`config.mk`:
```
export PLATFORM = sky130hd
export DESIGN_NAME = tdc_multi
export DESIGN_NICKNAME = d
export VERILOG_FILES = /design/src/rtl/tdc_multi.sv
export SDC_FILE = /design/constraint.sdc
export NUM_CORES = 1
export LEC_CHECK = 0
export ABC_CLOCK_PERIOD_IN_PS = 38400
export CELL_PAD_IN_SITES_DETAIL_PLACEMENT = 0
export CELL_PAD_IN_SITES_GLOBAL_PLACEMENT = 1
export CORE_UTILIZATION = 36
export DETAILED_ROUTE_END_ITERATION = 8
export DONT_BUFFER_PORTS = 1
export GPL_TIMING_DRIVEN = 0
export PLACE_DENSITY = 0.65
export SYNTH_ARGS = -nofsm -noshare
export SYNTH_HDL_FRONTEND = slang
export SYNTH_SLANG_ARGS = --single-unit
export TNS_END_PERCENT = 20
```
`constraint.sdc`:
```
create_clock -name i_clk -period 38.4 [get_ports i_clk]
set_clock_uncertainty 0.1 [all_clocks]
set_input_delay 5.76 -clock i_clk [delete_from_list [all_inputs] [get_ports i_clk]]
set_output_delay 5.76 -clock i_clk [all_outputs]
set_load 0.005 [all_outputs]
```
`src/rtl/tdc_multi.sv`:
```
// Multi-channel gated TDC: per-channel first/last hit timestamps and saturating hit counts,
// emitted as one AXI-Stream packet per gate period.
module tdc_multi #(
  parameter int unsigned COUNTER_WIDTH = 32,
  parameter int unsigned NUM_CH        = 2,
  parameter int unsigned HIT_WIDTH     = 8,
  parameter int unsigned CH_WIDTH      = 1 + HIT_WIDTH + 2 * COUNTER_WIDTH,
  parameter int unsigned DATA_WIDTH    = 2 + COUNTER_WIDTH + NUM_CH * CH_WIDTH
) (
  input  logic                  i_clk,
  input  logic                  i_rst,
  input  logic                  i_s0,
  input  logic [NUM_CH-1:0]     i_s,
  input  logic [NUM_CH-1:0]     i_ch_en,
  output logic [DATA_WIDTH-1:0] o_m_axis_tdata,
  output logic                  o_m_axis_tvalid,
  input  logic                  i_m_axis_tready
);

  localparam logic [COUNTER_WIDTH-1:0] CntMax = '1;
  localparam logic [COUNTER_WIDTH-1:0] CntOne = COUNTER_WIDTH'(1);
  localparam logic [HIT_WIDTH-1:0]     HitMax = '1;
  localparam logic [HIT_WIDTH-1:0]     HitOne = HIT_WIDTH'(1);

  logic [COUNTER_WIDTH-1:0] cnt_q, cnt_d;

  // Stage-1 copies; all recording works from these.
  logic                     gate_q;
  logic [COUNTER_WIDTH-1:0] ts_q;
  logic [NUM_CH-1:0]        hit_q;
  logic                     ts_max;

  logic sat_q, sat_d;

  logic [NUM_CH-1:0]                    valid_q, valid_d, m_valid;
  logic [NUM_CH-1:0][COUNTER_WIDTH-1:0] t1_q, t1_d, m_t1;
  logic [NUM_CH-1:0][COUNTER_WIDTH-1:0] t2_q, t2_d, m_t2;
  logic [NUM_CH-1:0][HIT_WIDTH-1:0]     hits_q, hits_d, m_hits;

  logic [DATA_WIDTH-1:0] data_q, data_d;
  logic                  tvalid_q, tvalid_d;

  assign cnt_d  = i_s0 ? '0 : ((cnt_q == CntMax) ? cnt_q : cnt_q + CntOne);
  assign ts_max = (ts_q == CntMax);

  always_ff @(posedge i_clk or posedge i_rst) begin
    if (i_rst) begin
      cnt_q  <= '0;
      gate_q <= 1'b0;
      ts_q   <= '0;
      hit_q  <= '0;
    end else begin
      cnt_q  <= cnt_d;
      gate_q <= i_s0;
      ts_q   <= cnt_q;
      hit_q  <= i_s & i_ch_en;
    end
  end

  always_comb begin
    // Recorder contents with this cycle's hit folded in; used both for normal recording and
    // for the closing packet when the hit coincides with the gate.
    m_valid = valid_q;
    m_t1    = t1_q;
    m_t2    = t2_q;
    m_hits  = hits_q;
    for (int unsigned n = 0; n < NUM_CH; n++) begin
      if (hit_q[n]) begin
        m_valid[n] = 1'b1;
        m_t1[n]    = valid_q[n] ? t1_q[n] : ts_q;
        m_t2[n]    = ts_q;
        m_hits[n]  = (hits_q[n] == HitMax) ? hits_q[n] : hits_q[n] + HitOne;
      end
    end

    valid_d  = m_valid;
    t1_d     = m_t1;
    t2_d     = m_t2;
    hits_d   = m_hits;
    sat_d    = sat_q | ts_max;
    data_d   = data_q;
    tvalid_d = tvalid_q & ~i_m_axis_tready;

    if (gate_q) begin
      valid_d  = '0;
      t1_d     = '0;
      t2_d     = '0;
      hits_d   = '0;
      sat_d    = 1'b0;
      tvalid_d = 1'b1;
      data_d[COUNTER_WIDTH-1:0] = ts_q;
      for (int unsigned n = 0; n < NUM_CH; n++) begin
        data_d[COUNTER_WIDTH + n * CH_WIDTH +: CH_WIDTH] = {m_valid[n], m_hits[n], m_t2[n], m_t1[n]};
      end
      // Pending packet not taken this cycle is being overwritten.
      data_d[DATA_WIDTH-2] = tvalid_q & ~i_m_axis_tready;
      data_d[DATA_WIDTH-1] = sat_q | ts_max;
    end
  end

  always_ff @(posedge i_clk or posedge i_rst) begin
    if (i_rst) begin
      sat_q    <= 1'b0;
      valid_q  <= '0;
      t1_q     <= '0;
      t2_q     <= '0;
      hits_q   <= '0;
      data_q   <= '0;
      tvalid_q <= 1'b0;
    end else begin
      sat_q    <= sat_d;
      valid_q  <= valid_d;
      t1_q     <= t1_d;
      t2_q     <= t2_d;
      hits_q   <= hits_d;
      data_q   <= data_d;
      tvalid_q <= tvalid_d;
    end
  end

  assign o_m_axis_tdata  = data_q;
  assign o_m_axis_tvalid = tvalid_q;

endmodule

```
After elaboration in Yosys (flattened, before gate mapping) --
Cells that the tools add are included.
Word-level totals: bits in registers 395, input port bits 8, word-level logic and storage cells 46
Cells by class: add/sub/neg operators 3, equality and inequality tests 5, multiplexer cells 20, bitwise operators 4
Operators by type and width (number):
- two-way mux 32 bit | 8
- two-way mux 64 bit | 2
- equality test 32 bit, second input constant | 2
- adder 32 x 1 -> 32 bit, second input constant | 1
- two-way mux 8 bit | 4
- adder 8 x 1 -> 8 bit, second input constant | 2
- equality test 8 bit, second input constant | 2
- two-way mux 16 bit | 1
- two-way mux 1 bit | 4
- AND 2 bit | 1
- two-way mux 2 bit | 1
- inequality test 2 bit, second input constant | 1
- AND 1 bit | 1
- inverter 1 bit | 1
- OR 1 bit | 1

Depth between registers and ports, before layout --
depth after elaboration 4, mapped depth 7

Worst setup path before layout --
No wires, ideal clock.
path type input to register, from input port i_s0, to register cnt_q[0], setup time 0.132 ns, arrival 6.077 ns, path slack 32.091 ns, stages 2, buffers on the path 1, cells stage by stage clkbuf_1 nor2_1
On the way: longest elaborated chain between the ends 1, elaborated cells on any way between the ends 2
Ends and longest elaborated chain:
- start, declared | line 12 | input logic i_s0,
- inequality test 2 bit (no line) or two-way mux 32 bit (tied branches)
- end signal, assigned | line 53 | cnt_q <= cnt_d;
- end, declared | line 25 | logic [COUNTER_WIDTH-1:0] cnt_q, cnt_d;
Several ways; a longest one is shown, not always the timed one. A chain may end at the register's enable or synchronous reset.

Final worst setup path --
from register data_q[138], in the netlist o_m_axis_tdata[138], to output port o_m_axis_tdata[138]
RTL lines:
- start, declared | line 40 | logic [DATA_WIDTH-1:0] data_q, data_d;
- start signal, assigned | line 116 | data_q <= data_d;
- end, declared | line 15 | output logic [DATA_WIDTH-1:0] o_m_axis_tdata,
No word-level cell between the ends.

==> results.sh <==
export IMPL_final_setup_viol_count=0
export IMPL_ff2ff_setup_slack_ns=35.47
export IMPL_antenna_found_initial=1
export IMPL_synth_warnings=0
export IMPL_diodes=0
export IMPL_globalplace_congestion=0.7788
export IMPL_placed_area_mm2=0.01590
export IMPL_synthMuxAreaShare_pct=11.44
export IMPL_die_area_mm2=0.04289
export IMPL_p_leak_uw=0.008238
export IMPL_fin_nets=1358
export IMPL_grt_pass1_wl_mm=64.80
export IMPL_synthSimpleGateAreaFrac_pct=12.21
export IMPL_ff2ff_path_depth=4
export IMPL_via_per_inst=5.166
export IMPL_htreeDepth=2
export IMPL_reg2reg_from="gate_q"
export IMPL_fmax_mhz=145.2
export IMPL_cts_resized=0
export IMPL_min_period_ns=6.885
export IMPL_yosys_area_share_xor_xnor_pct=0.7519
export IMPL_initial_core_util_pct=36.75
export IMPL_finalCritPeriodShare_pct=17.93
export IMPL_hold_end="ts_q[30]"
export IMPL_hold_path_cell_count=0
export IMPL_io_pins=189
export IMPL_worstSkewPairLatency_ns=0.59
export IMPL_drive_gt1_share_pct=9.804
export IMPL_ctsLongestPathBuffers=3
export IMPL_power_density_mw_per_mm2=53.30
export IMPL_crit_arrival_ns=1.02
export IMPL_ir_drop_uv=36.25
export IMPL_synth_cell_type_count=49
export IMPL_ys_seq_area_share_pct=65.28
export IMPL_area_delta_synth_final_pct=14.94
export IMPL_multiInputGateArea_mm2=0.004873
export IMPL_drv_cap=0
export IMPL_vias=9862
export IMPL_hp_start="cnt_q[30]"
export IMPL_hold_viol_final=0
export IMPL_cts_tree="yes"
export IMPL_die_w_um=207.1
export IMPL_synthArstFlopShare_pct=100.0
export IMPL_drc=10
export IMPL_crit_path_end_kind="primary output"
export IMPL_drt_pass1_iterations=7
export IMPL_design_area_mm2=0.01740
export IMPL_synth_edf_count=0
export IMPL_worstPathRequired_ns=32.54
export IMPL_rsz0062_at_grt="false"
export IMPL_synth_cells=1298
export IMPL_cts_root_buffer="clkbuf_16"
export IMPL_rr_endpoint="o_m_axis_tdata[147]"
export IMPL_crit_path_start_kind="register"
export IMPL_grt_pass1_vias=10040
export IMPL_regArea_mm2=0.009884
export IMPL_path_clk_slew_ns=0.06
export IMPL_grt_max_degree=107
export IMPL_post_cts_setup_buffer_count=0
export IMPL_min_delay_path_class="reg2reg"
export IMPL_coreArea_mm2=0.04120
export IMPL_netlist_area_mm2=0.01514
export IMPL_die_y_um=207.1
export IMPL_rows=74
export IMPL_critPathKind="reg2out"
export IMPL_maxSlewHeadroom_pct=34.76
export IMPL_hpwl_mm=28.33
export IMPL_synth_compound_area_share_pct=7.528
export IMPL_worstPathMaxFanout=2
export IMPL_fin_util_pct=42.24
export IMPL_final_max_slew_violation_count=0
export IMPL_antenna_left=0
export IMPL_cts_buffers=44
export IMPL_synth_flop_cell="dfrtp_1"
export IMPL_violations="DRC"
export IMPL_drt_iter0_drc=628
export IMPL_nFillCells=3964
export IMPL_status="complete, but fails checks"
export IMPL_port_buffers=0
export IMPL_grt_use_total_pct=19.99
export IMPL_synth_top_family_by_area="simple AND/OR/NAND/NOR gates"
export IMPL_cts_sinks=395
export IMPL_holdBufCountCts=0
export IMPL_finalSetupTns_ns=0
export IMPL_synthAdderAreaFrac_pct=0.2479
export IMPL_yosys_register_bits=395
export IMPL_syn_area_per_cell_um2=11.67
export IMPL_grt_overflow=0
export IMPL_synth_fp_nets=1309
export IMPL_wl_per_cell_um=22.10
export IMPL_tightestPinTransition_ns=0.9786
export IMPL_drt_total_wl_mm=42.18
## layout by cell type (no fill, tap or decap), types with 4 or more instances in the layout
master,synthesis,layout
buf_2,13,13
nand2_1,18,18
nor3_1,5,5
nor2_1,309,309
xnor2_1,6,6
dfrtp_1,395,395
clkbuf_16,0,44
and2_1,5,5
o21ai_1,15,15
nor2b_1,4,4
mux2_2,33,33
nand3_1,13,13
clkbuf_8,0,8
clkbuf_1,57,67
inv_1,12,11
buf_6,4,4
and4_1,4,4
clkinv_2,0,4
mux2i_1,136,136
bufinv_16,0,5
o21ai_0,9,9
nand4_1,23,23
xor2_1,7,7
a21oi_1,168,168
or3_1,21,21
## area by class of cell
class                           instances  share of cell area (%)
Buffer                                 77                   1.948
Tap cell                              532                   3.825
Multi-Input combinational cell        814                   28.00
Clock buffer                           62                   7.175
Timing Repair Buffer                    3                  0.4745
Clock inverter                         14                   1.481
Inverter                               12                  0.3019
Sequential cell                       395                   56.79
## per-stage QoR
stage	std cells	power (uW)	setup slack, ns	hold WS (ns)
after floorplan	1298	477.0	21.56	0.2783
after global placement	1830	495.8	17.11	0.3036
after detailed placement	1833	497.3	31.59	0.3076
after CTS	1909	941.2	31.48	0.3190
after global routing	1909	962.7	31.48	0.3323
final	1909	927.7	31.52	0.3177
## routing by layer
layer  wire length, um  track usage (%)  part of all wire (%)
met2             20040            32.16                    48
met1             18890            26.88                    45
met4               641            4.246                   1.5
met5                11                0                 0.026
met3              2600            5.655                   6.2
## cell usage after synthesis (12+ instances only)
cell / n / share of area, %
or3_1: 21 / 0.87
nand4_1: 23 / 0.95
inv_1: 12 / 0.30
nor2_1: 309 / 7.7
a21oi_1: 168 / 5.6
clkbuf_1: 57 / 1.4
buf_2: 13 / 0.43
nand3_1: 13 / 0.43
mux2i_1: 136 / 9.0
mux2_2: 33 / 2.5
dfrtp_1: 395 / 65
o21ai_1: 15 / 0.50
nand2_1: 18 / 0.45
## how the worst max path moves through the flow
stage	from	to	slack, ns	cells after the start
floorplan	i_rst	cnt_q[0]	21.56	1
global placement	i_rst	o_m_axis_tdata[109]	17.11	1
detailed placement	i_rst	o_m_axis_tdata[102]	31.59	2
CTS	o_m_axis_tdata[56]	o_m_axis_tdata[56]	31.48	0
global route	o_m_axis_tdata[60]	o_m_axis_tdata[60]	31.48	0
finish	o_m_axis_tdata[138]	o_m_axis_tdata[138]	31.52	0
## flip-flops by register name, summed over array words and instances, names as in the netlist
name and count:
t1_q 64, ts_q 32, o_m_axis_tdata 180, o_m_axis_tvalid 1, t2_q 64, gate_q 1
cnt_q 32, hit_q 2, valid_q 2, hits_q 16, sat_q 1
## kinds of logic after synthesis
logic type | count (synthesis)
simple gates | 422
flops | 395
compound gates | 207
mux | 169
buf+inv | 89
xor+xnor | 13
fa+ha+maj | 3
## power by group
group / switching (uW) / leakage (uW) / internal (uW)
Clock: 176 / 0.000738 / 263
Sequential: 13.6 / 0.00528 / 429
Combinational: 32.7 / 0.00222 / 13.0
(Power assumes the default switching activity.)
